File: config.mk
export PLATFORM = sky130hd
export DESIGN_NAME = pio_instr_mem
export DESIGN_NICKNAME = d
export VERILOG_FILES = /design/src/rtl/pio_instr_mem.sv
export SDC_FILE = /design/constraint.sdc
export NUM_CORES = 1
export LEC_CHECK = 0
export CAP_MARGIN = 40
export CORE_MARGIN = 1.5
export CORE_UTILIZATION = 60
export CTS_CLUSTER_SIZE = 16
export DETAILED_ROUTE_END_ITERATION = 7
export PLACE_DENSITY_LB_ADDON = 0.2
export RECOVER_POWER = 100
export SLEW_MARGIN = 10
export SYNTH_ARGS = -nofsm -noshare
export SYNTH_HDL_FRONTEND = slang
export SYNTH_SLANG_ARGS = --single-unit
File: constraint.sdc
create_clock -name clk -period 47.4 [get_ports clk]
set_clock_uncertainty 0.2 [all_clocks]
set_input_delay 11.85 -clock clk [delete_from_list [all_inputs] [get_ports clk]]
set_output_delay 11.85 -clock clk [all_outputs]
set_load 0.01 [all_outputs]
File: src/rtl/pio_instr_mem.sv
// Instruction-side responder for one PIO state machine:
// program memory, loader, forced-instruction injector, clock divider.
module pio_instr_mem #(
    parameter int ADDR_W = 5,
    parameter int DATA_W = 16,
    parameter int DIV_W  = 16
) (
    input  logic              clk,
    input  logic              reset,
    input  logic [ADDR_W-1:0] pc,
    input  logic              rd,
    output logic [DATA_W-1:0] instr_data,
    input  logic              load_start,
    input  logic [ADDR_W-1:0] load_addr,
    input  logic [ADDR_W:0]   load_len,
    input  logic [DATA_W-1:0] load_data,
    input  logic              load_valid,
    output logic              load_ready,
    output logic              load_busy,
    output logic              load_done,
    input  logic              force_req,
    input  logic [DATA_W-1:0] force_instr,
    output logic              force_pending,
    output logic              flag_abnormal,
    output logic [DATA_W-1:0] jmp_data,
    input  logic              div_en,
    input  logic [DIV_W-1:0]  clkdiv_int,
    output logic              penable
);

    localparam int DEPTH = 1 << ADDR_W;
    localparam logic [ADDR_W:0] DEPTH_L = (ADDR_W + 1)'(DEPTH);
    localparam logic [ADDR_W:0] LEN_ONE = (ADDR_W + 1)'(1);

    typedef enum logic [1:0] {
        IDLE,
        LOAD,
        DONE
    } ld_state_t;

    ld_state_t           state;
    ld_state_t           state_nxt;
    logic [ADDR_W-1:0]   waddr;
    logic [ADDR_W-1:0]   waddr_nxt;
    logic [ADDR_W:0]     remaining;
    logic [ADDR_W:0]     remaining_nxt;
    logic                accept;
    logic                len_ok;
    logic [DATA_W-1:0]   mem [DEPTH];
    logic [DIV_W-1:0]    count;
    logic [DIV_W-1:0]    div_m1;
    logic                pen_tick;

    // Loader status is decoded straight from the state register.
    assign load_ready = (state == LOAD);
    assign load_busy  = (state != IDLE);
    assign load_done  = (state == DONE);
    assign accept     = load_valid && load_ready;
    assign len_ok     = (load_len != '0) && (load_len <= DEPTH_L);

    // A divider value of 0 wraps to all-ones, i.e. a period of 2**DIV_W.
    assign div_m1   = clkdiv_int - DIV_W'(1);
    assign pen_tick = div_en && (count >= div_m1);

    // Loader state, write pointer and word countdown.
    always_ff @(posedge clk or posedge reset) begin
        if (reset) begin
            state     <= IDLE;
            waddr     <= '0;
            remaining <= '0;
        end else begin
            state     <= state_nxt;
            waddr     <= waddr_nxt;
            remaining <= remaining_nxt;
        end
    end

    // Loader next-state: out-of-range lengths never leave IDLE.
    always_comb begin
        state_nxt     = state;
        waddr_nxt     = waddr;
        remaining_nxt = remaining;
        unique case (state)
            IDLE: begin
                if (load_start && len_ok) begin
                    state_nxt     = LOAD;
                    waddr_nxt     = load_addr;
                    remaining_nxt = load_len;
                end
            end
            LOAD: begin
                if (accept) begin
                    waddr_nxt     = waddr + ADDR_W'(1);
                    remaining_nxt = remaining - LEN_ONE;
                    if (remaining == LEN_ONE) begin
                        state_nxt = DONE;
                    end
                end
            end
            DONE: begin
                state_nxt = IDLE;
            end
            default: begin
                state_nxt = IDLE;
            end
        endcase
    end

    // Program storage; reset fills it with JMP 0.
    always_ff @(posedge clk or posedge reset) begin
        if (reset) begin
            for (int i = 0; i < DEPTH; i++) begin
                mem[i] <= '0;
            end
        end else if (accept) begin
            mem[waddr] <= load_data;
        end
    end

    // Registered fetch; a same-edge write to pc is forwarded.
    always_ff @(posedge clk or posedge reset) begin
        if (reset) begin
            instr_data <= '0;
        end else if (rd) begin
            if (accept && (waddr == pc)) begin
                instr_data <= load_data;
            end else begin
                instr_data <= mem[pc];
            end
        end
    end

    // Clock divider producing the state-machine tick.
    always_ff @(posedge clk or posedge reset) begin
        if (reset) begin
            count   <= '0;
            penable <= 1'b0;
        end else if (!div_en) begin
            count   <= '0;
            penable <= 1'b0;
        end else if (pen_tick) begin
            count   <= '0;
            penable <= 1'b1;
        end else begin
            count   <= count + DIV_W'(1);
            penable <= 1'b0;
        end
    end

    // Forced instruction: latest request wins, issued on a tick.
    always_ff @(posedge clk or posedge reset) begin
        if (reset) begin
            jmp_data      <= '0;
            force_pending <= 1'b0;
            flag_abnormal <= 1'b0;
        end else begin
            flag_abnormal <= pen_tick && force_pending;
            if (force_req) begin
                jmp_data      <= force_instr;
                force_pending <= 1'b1;
            end else if (pen_tick) begin
                force_pending <= 1'b0;
            end
        end
    end

endmodule

======== Word-level counts from Yosys, hierarchy flattened ========
Cells that the tools add are included.
storage, ports and cells
  flip-flop bits (word level) ............. 576
  input bits .............................. 71
  output and inout bits ................... 38
  logic and storage cells ................. 96
operators by class
  add/sub/neg operators ................... 4
  order comparisons ....................... 5
  equal/unequal tests ..................... 7
  mux-type cells .......................... 23
  bitwise operators ....................... 2
  reduce and logical (&&, ||, !) cells .... 14
operators with widths
  cell                                                                          number
  512-bit bitwise mux                                                           1
  16-bit two-way mux                                                            6
  16-bit binary-select mux with 5-bit select                                    1
  16-bit demux with 5-bit select                                                1
  16-bit by 1-bit adder with 16-bit output, second input constant               1
  16-bit greater-or-equal comparator                                            1
  16-bit by 1-bit subtractor with 16-bit output, second input constant          1
  6-bit greater-or-equal comparator, second input constant                      2
  6-bit two-way mux                                                             2
  5-bit inverter with 6-bit output                                              2
  6-bit one-hot mux with 2 select lines                                         1
  5-bit two-way mux                                                             2
  5-bit one-hot mux with 2 select lines                                         1
  1-bit logical AND                                                             7
  6-bit by 1-bit equality test with 1-bit output, second input constant         1
  6-bit less-or-equal comparator, second input constant                         1
  6-bit by 1-bit less-than comparator with 1-bit output, second input constant  1
  2-bit two-way mux                                                             3
  3-bit AND reduction                                                           2
  2-bit nonzero test                                                            3
  6-bit nonzero test                                                            1
  6-bit by 1-bit subtractor with 6-bit output, second input constant            1
  5-bit by 1-bit adder with 5-bit output, second input constant                 1
  5-bit equality test                                                           1
  other kinds (7)                                                               11

======== Logic depth before layout (Yosys ltp) ========
  word-level depth ........................ 6
  gate-level depth with buffers ........... 14
  mapped depth without buffers ............ 13

======== Least setup slack after synthesis ========
Ideal clock, no wire load.
  kind .................................... input-to-reg
  start point ............................. input clkdiv_int[5]
  end point ............................... register count[10]
  library setup time ...................... 136 ps
  data arrival time ....................... 14533 ps
  data required time ...................... 47064 ps
  slack ................................... 32531 ps
  cell stages on the path ................. 12
  path buffers ............................ 1
  cell sequence ........................... or4_1 -> nor3_1 -> nand2b_1 -> nor3b_1 -> xnor2_1 -> ha_1 -> nand4_1 -> nor2_1 -> o2111ai_1 -> o211ai_1 -> clkbuf_1 -> nor3_1
on the way
  longest elaborated chain between the ends .. 5
RTL lines
  item                                           line  source
  start, declared                                27    input logic [DIV_W-1:0] clkdiv_int,
  16-bit by 1-bit subtractor with 16-bit output  62    assign div_m1 = clkdiv_int - DIV_W'(1);
  16-bit greater-or-equal comparator             63    assign pen_tick = div_en && (count >= div_m1);
  1-bit logical AND                              63
  16-bit two-way mux                             141   end else if (pen_tick) begin
  16-bit two-way mux                             138   end else if (!div_en) begin
  end signal, assigned                           145   count <= count + DIV_W'(1);
  end, declared                                  50    logic [DIV_W-1:0] count;
Every way passes these cells.
A chain may end at the register's enable or synchronous reset.

======== Final worst setup path ========
  start point ............................. input pc[0]
  end point ............................... register instr_data[6]
on the way
  longest elaborated chain between the ends .. 5
  elaborated cells between the ends (all ways) .. 7
  classes of those cells .................. 1 x eq/ne; 4 x mux; 1 x bitwise; 1 x reduce/logical
RTL lines
  item                                                    line  source
  start, declared                                         10    input logic [ADDR_W-1:0] pc,
  5-bit inverter with 6-bit output (implied by the code)  128   instr_data <= mem[pc];
  16-bit binary-select mux with 5-bit select              128
  16-bit two-way mux (implied by the code) (2 in series)  128
  16-bit two-way mux *                                    125   if (accept && (waddr == pc)) begin
  end signal, assigned                                    126   instr_data <= load_data;
  end signal, assigned                                    128
  end, declared                                           12    output logic [DATA_W-1:0] instr_data,
Mark *: on every way between the ends. The rest lies on a longest branch, timed or not. The select of a mux whose other input is x is not followed.

==> impl_metrics.py <==
metrics = {
    "route": {
        "dr.first_iter.drc_count": 1201,
        "remaining_drc_errors": 0,
        "routed_via_density": 6.33,
        "wl_per_cell_um": 25.1,
        "firstDrtPassIters": 6,
        "drtAntennaViolNets": 0,
        "vias": 16200,
        "routed_wl_um": 64200,
    },
    "logic_synthesis": {
        "synth-edff-count": 0,
        "synth_top_area_cell": "dfrtp_1",
        "syn_inst": 1828,
        "synth-main-ff-cell": "dfrtp_1",
        "synth_nets": 1923,
        "yosysSeqAreaShare": 0.536,
        "synth_cell_type_count": 51,
        "yosysMostFrequentCell": "dfrtp_1",
        "ys_ff_latch": 576,
        "synth.area.top_cells": "dfrtp_1 (54%), mux2_2 (22%), mux4_2 (11%), clkbuf_1 (1.1%), ha_1 (1.1%)",
        "synth.top_cell.area_share": 0.536,
        "yosysWarningCount": 0,
        "synth_common_cells": "dfrtp_1 (576), mux2_2 (535), mux4_2 (128)",
        "synth_area_sq_um": 26900,
        "async_flop_share": 1.00,
        "postSynthAreaPerCell_sq_um": 14.7,
    },
    "clocking": {
        "postCtsSetupBuffers": 0,
        "path_clk_slew_ns": 0.06,
        "cts_tree": "done",
        "root_buffer": "clkbuf_16",
        "cts_buffer_depth": 3,
        "ctsHoldBuffers": 0,
        "insertion_delay_ns": 0.61,
        "post_cts_resized": 0,
        "cts-buffers-inserted": 57,
        "cts_sinks": 576,
        "htree_levels": 2,
    },
    "floorplanning": {
        "die_y_um": 215,
        "initial_core_util": 0.608,
        "ios": 109,
        "die_area_sq_um": 46100,
        "rows": 77,
        "die_w_um": 215,
        "core_area_sq_um": 44200,
    },
    "finish": {
        "fillers": 2974,
        "multi_input_area_sq_um": 11700,
        "fin_nets": 2017,
        "final-seq-area_sq_um": 14400,
        "drive_above_1_share": 0.402,
        "area_growth_pct": 13.1,
        "finish.instance_area_sq_um": 30400,
        "n_antenna_cell": 0,
        "layoutNonFillerInstCount": 2557,
    },
    "grt": {
        "grt_pass1_vias": 17300,
        "antenna_found_initial": 0,
        "grt_pass1_wl_um": 102000,
        "grt.total_usage": 0.289,
        "grt-ovfl-total": 0,
        "grt_max_degree": 108,
    },
    "sta": {
        "maxSlewHeadroom": -2.85,
        "report.final.slew_viol_count": 685,
        "setup_violations": 0,
        "period_share": 0.424,
        "hold_violations": 0,
        "fin_setup_tns_ns": 0,
        "tightest_slew_ns": 5.77,
        "post-route-min-period_ns": 20.08,
        "rsz0062_at_grt": "false",
        "fmax_mhz": 49.8,
        "hold_ws_ns": 0.281,
    },
    "worst_setup_path": {
        "critPathMaxFanout": 49,
        "crit_path_start_kind": "input pin",
        "rrSetupSlack_ns": 43.67,
        "r2r_start": "state[1]",
        "r2r_end": "mem[504]",
        "cp_data_arrival_time_ns": 20.37,
        "cp-end-kind": "flip-flop",
        "rr_worst_depth": 6,
        "worstPathRequired_ns": 47.69,
        "crit_type": "in -> reg",
    },
    "place": {
        "routabilityCongestion": 0.792,
        "placed_cells": 2454,
        "dp_hpwl_um": 41000,
        "placed_cell_area_sq_um": 29000,
        "port_buffers": 108,
    },
    "min_path": {
        "hold_path_depth": 1,
        "hold_class": "reg -> reg",
        "min_to": "state[0]",
        "min_from": "state[1]",
    },
    "power": {
        "ir_worst_vdd_mv": 0.0345,
        "finalPower_w": 0.00165,
        "p_leak_nw": 13.7,
        "powerDensity_nw_per_um2": 54.1,
    },
    "status": {
        "failed_checks": "capacitance limit, slew limit",
        "status": "finished, violations left",
    },
    "flow_run": {
        "max_cap_violations": 15,
    },
}
## per-stage QoR
step / setup WS (ns) / utilization
floorplan: 19.24 / -
global placement: 31.36 / 0.639
detailed placement: 31.92 / 0.656
CTS: 32.55 / 0.698
global route: 25.51 / 0.688
finish: 27.32 / 0.688
## registers in the layout (all words and copies together) (netlist names)
name,flops
count,16
flag_abnormal,1
force_pending,1
instr_data,16
jmp_data,16
mem,512
penable,1
remaining,6
state,2
waddr,5
## worst max-delay path: stages
cell	delay, ns
clkbuf_1	3.10
clkbuf_1	0.65
clkbuf_1	2.27
xnor2_1	0.23
nand4_1	0.17
o21ai_0	0.60
clkbuf_1	0.86
nor4_1	0.17
a311o_1	0.37
## area by class of cell
class                   count  share of cell area
flip-flops and latches    576               0.474
clock inverters            18             0.00514
clock buffers              84              0.0556
repair buffers            184              0.0536
multi-input cells        1086               0.385
well taps                 592              0.0244
inverters                  17             0.00214
## layout by cell type, fill, tap and decap left out, types with 24 or more instances in the layout
master	n
nor2_1	29
dfrtp_1	576
ha_1	24
clkbuf_1	62
nand2_1	49
clkbuf_16	59
dlygate4sd3_1	43
nor2b_1	31
mux2_2	535
nor3_1	31
clkdlybuf4s50_1	61
mux4_2	128
## worst max-delay path by stage
stage	startpoint	end	slack, ns
floorplan	reset	count[0]	19.24
global placement	reset	mem[355]	31.36
detailed placement	clkdiv_int[5]	flag_abnormal	31.92
CTS	clkdiv_int[5]	flag_abnormal	32.55
global route	reset	mem[358]	25.51
finish	pc[0]	instr_data[6]	27.32
## per-layer routing
layer  vias to the layer above  track usage  share of wire
met5                         -            0              0
met4                         0       0.0897          0.025
met3                        98       0.0464          0.051
met2                       445        0.481           0.51
met1                      8662        0.393           0.42
li1                       6977            -              -
## cells by family after synthesis
family                   share of synthesized area
AO/OA/AOI/OAI                               0.0316
XOR/XNOR                                    0.0107
adder cells (fa/ha/maj)                     0.0112
buffers and inverters                       0.0284
flip-flops                                   0.536
multiplexers                                 0.340
AND/OR/NAND/NOR                             0.0422
## power by group
group | switching [W] | internal (W) | leakage, nW | total, W
combinational | 0.000157 | 0.000261 | 5.24 | 0.000418
clock | 0.000188 | 0.000257 | 0.913 | 0.000445
sequential | 0.000101 | 0.000681 | 7.55 | 0.000782
total | 0.000446 | 0.00120 | 13.7 | 0.00165
(Power assumes the default switching activity.)
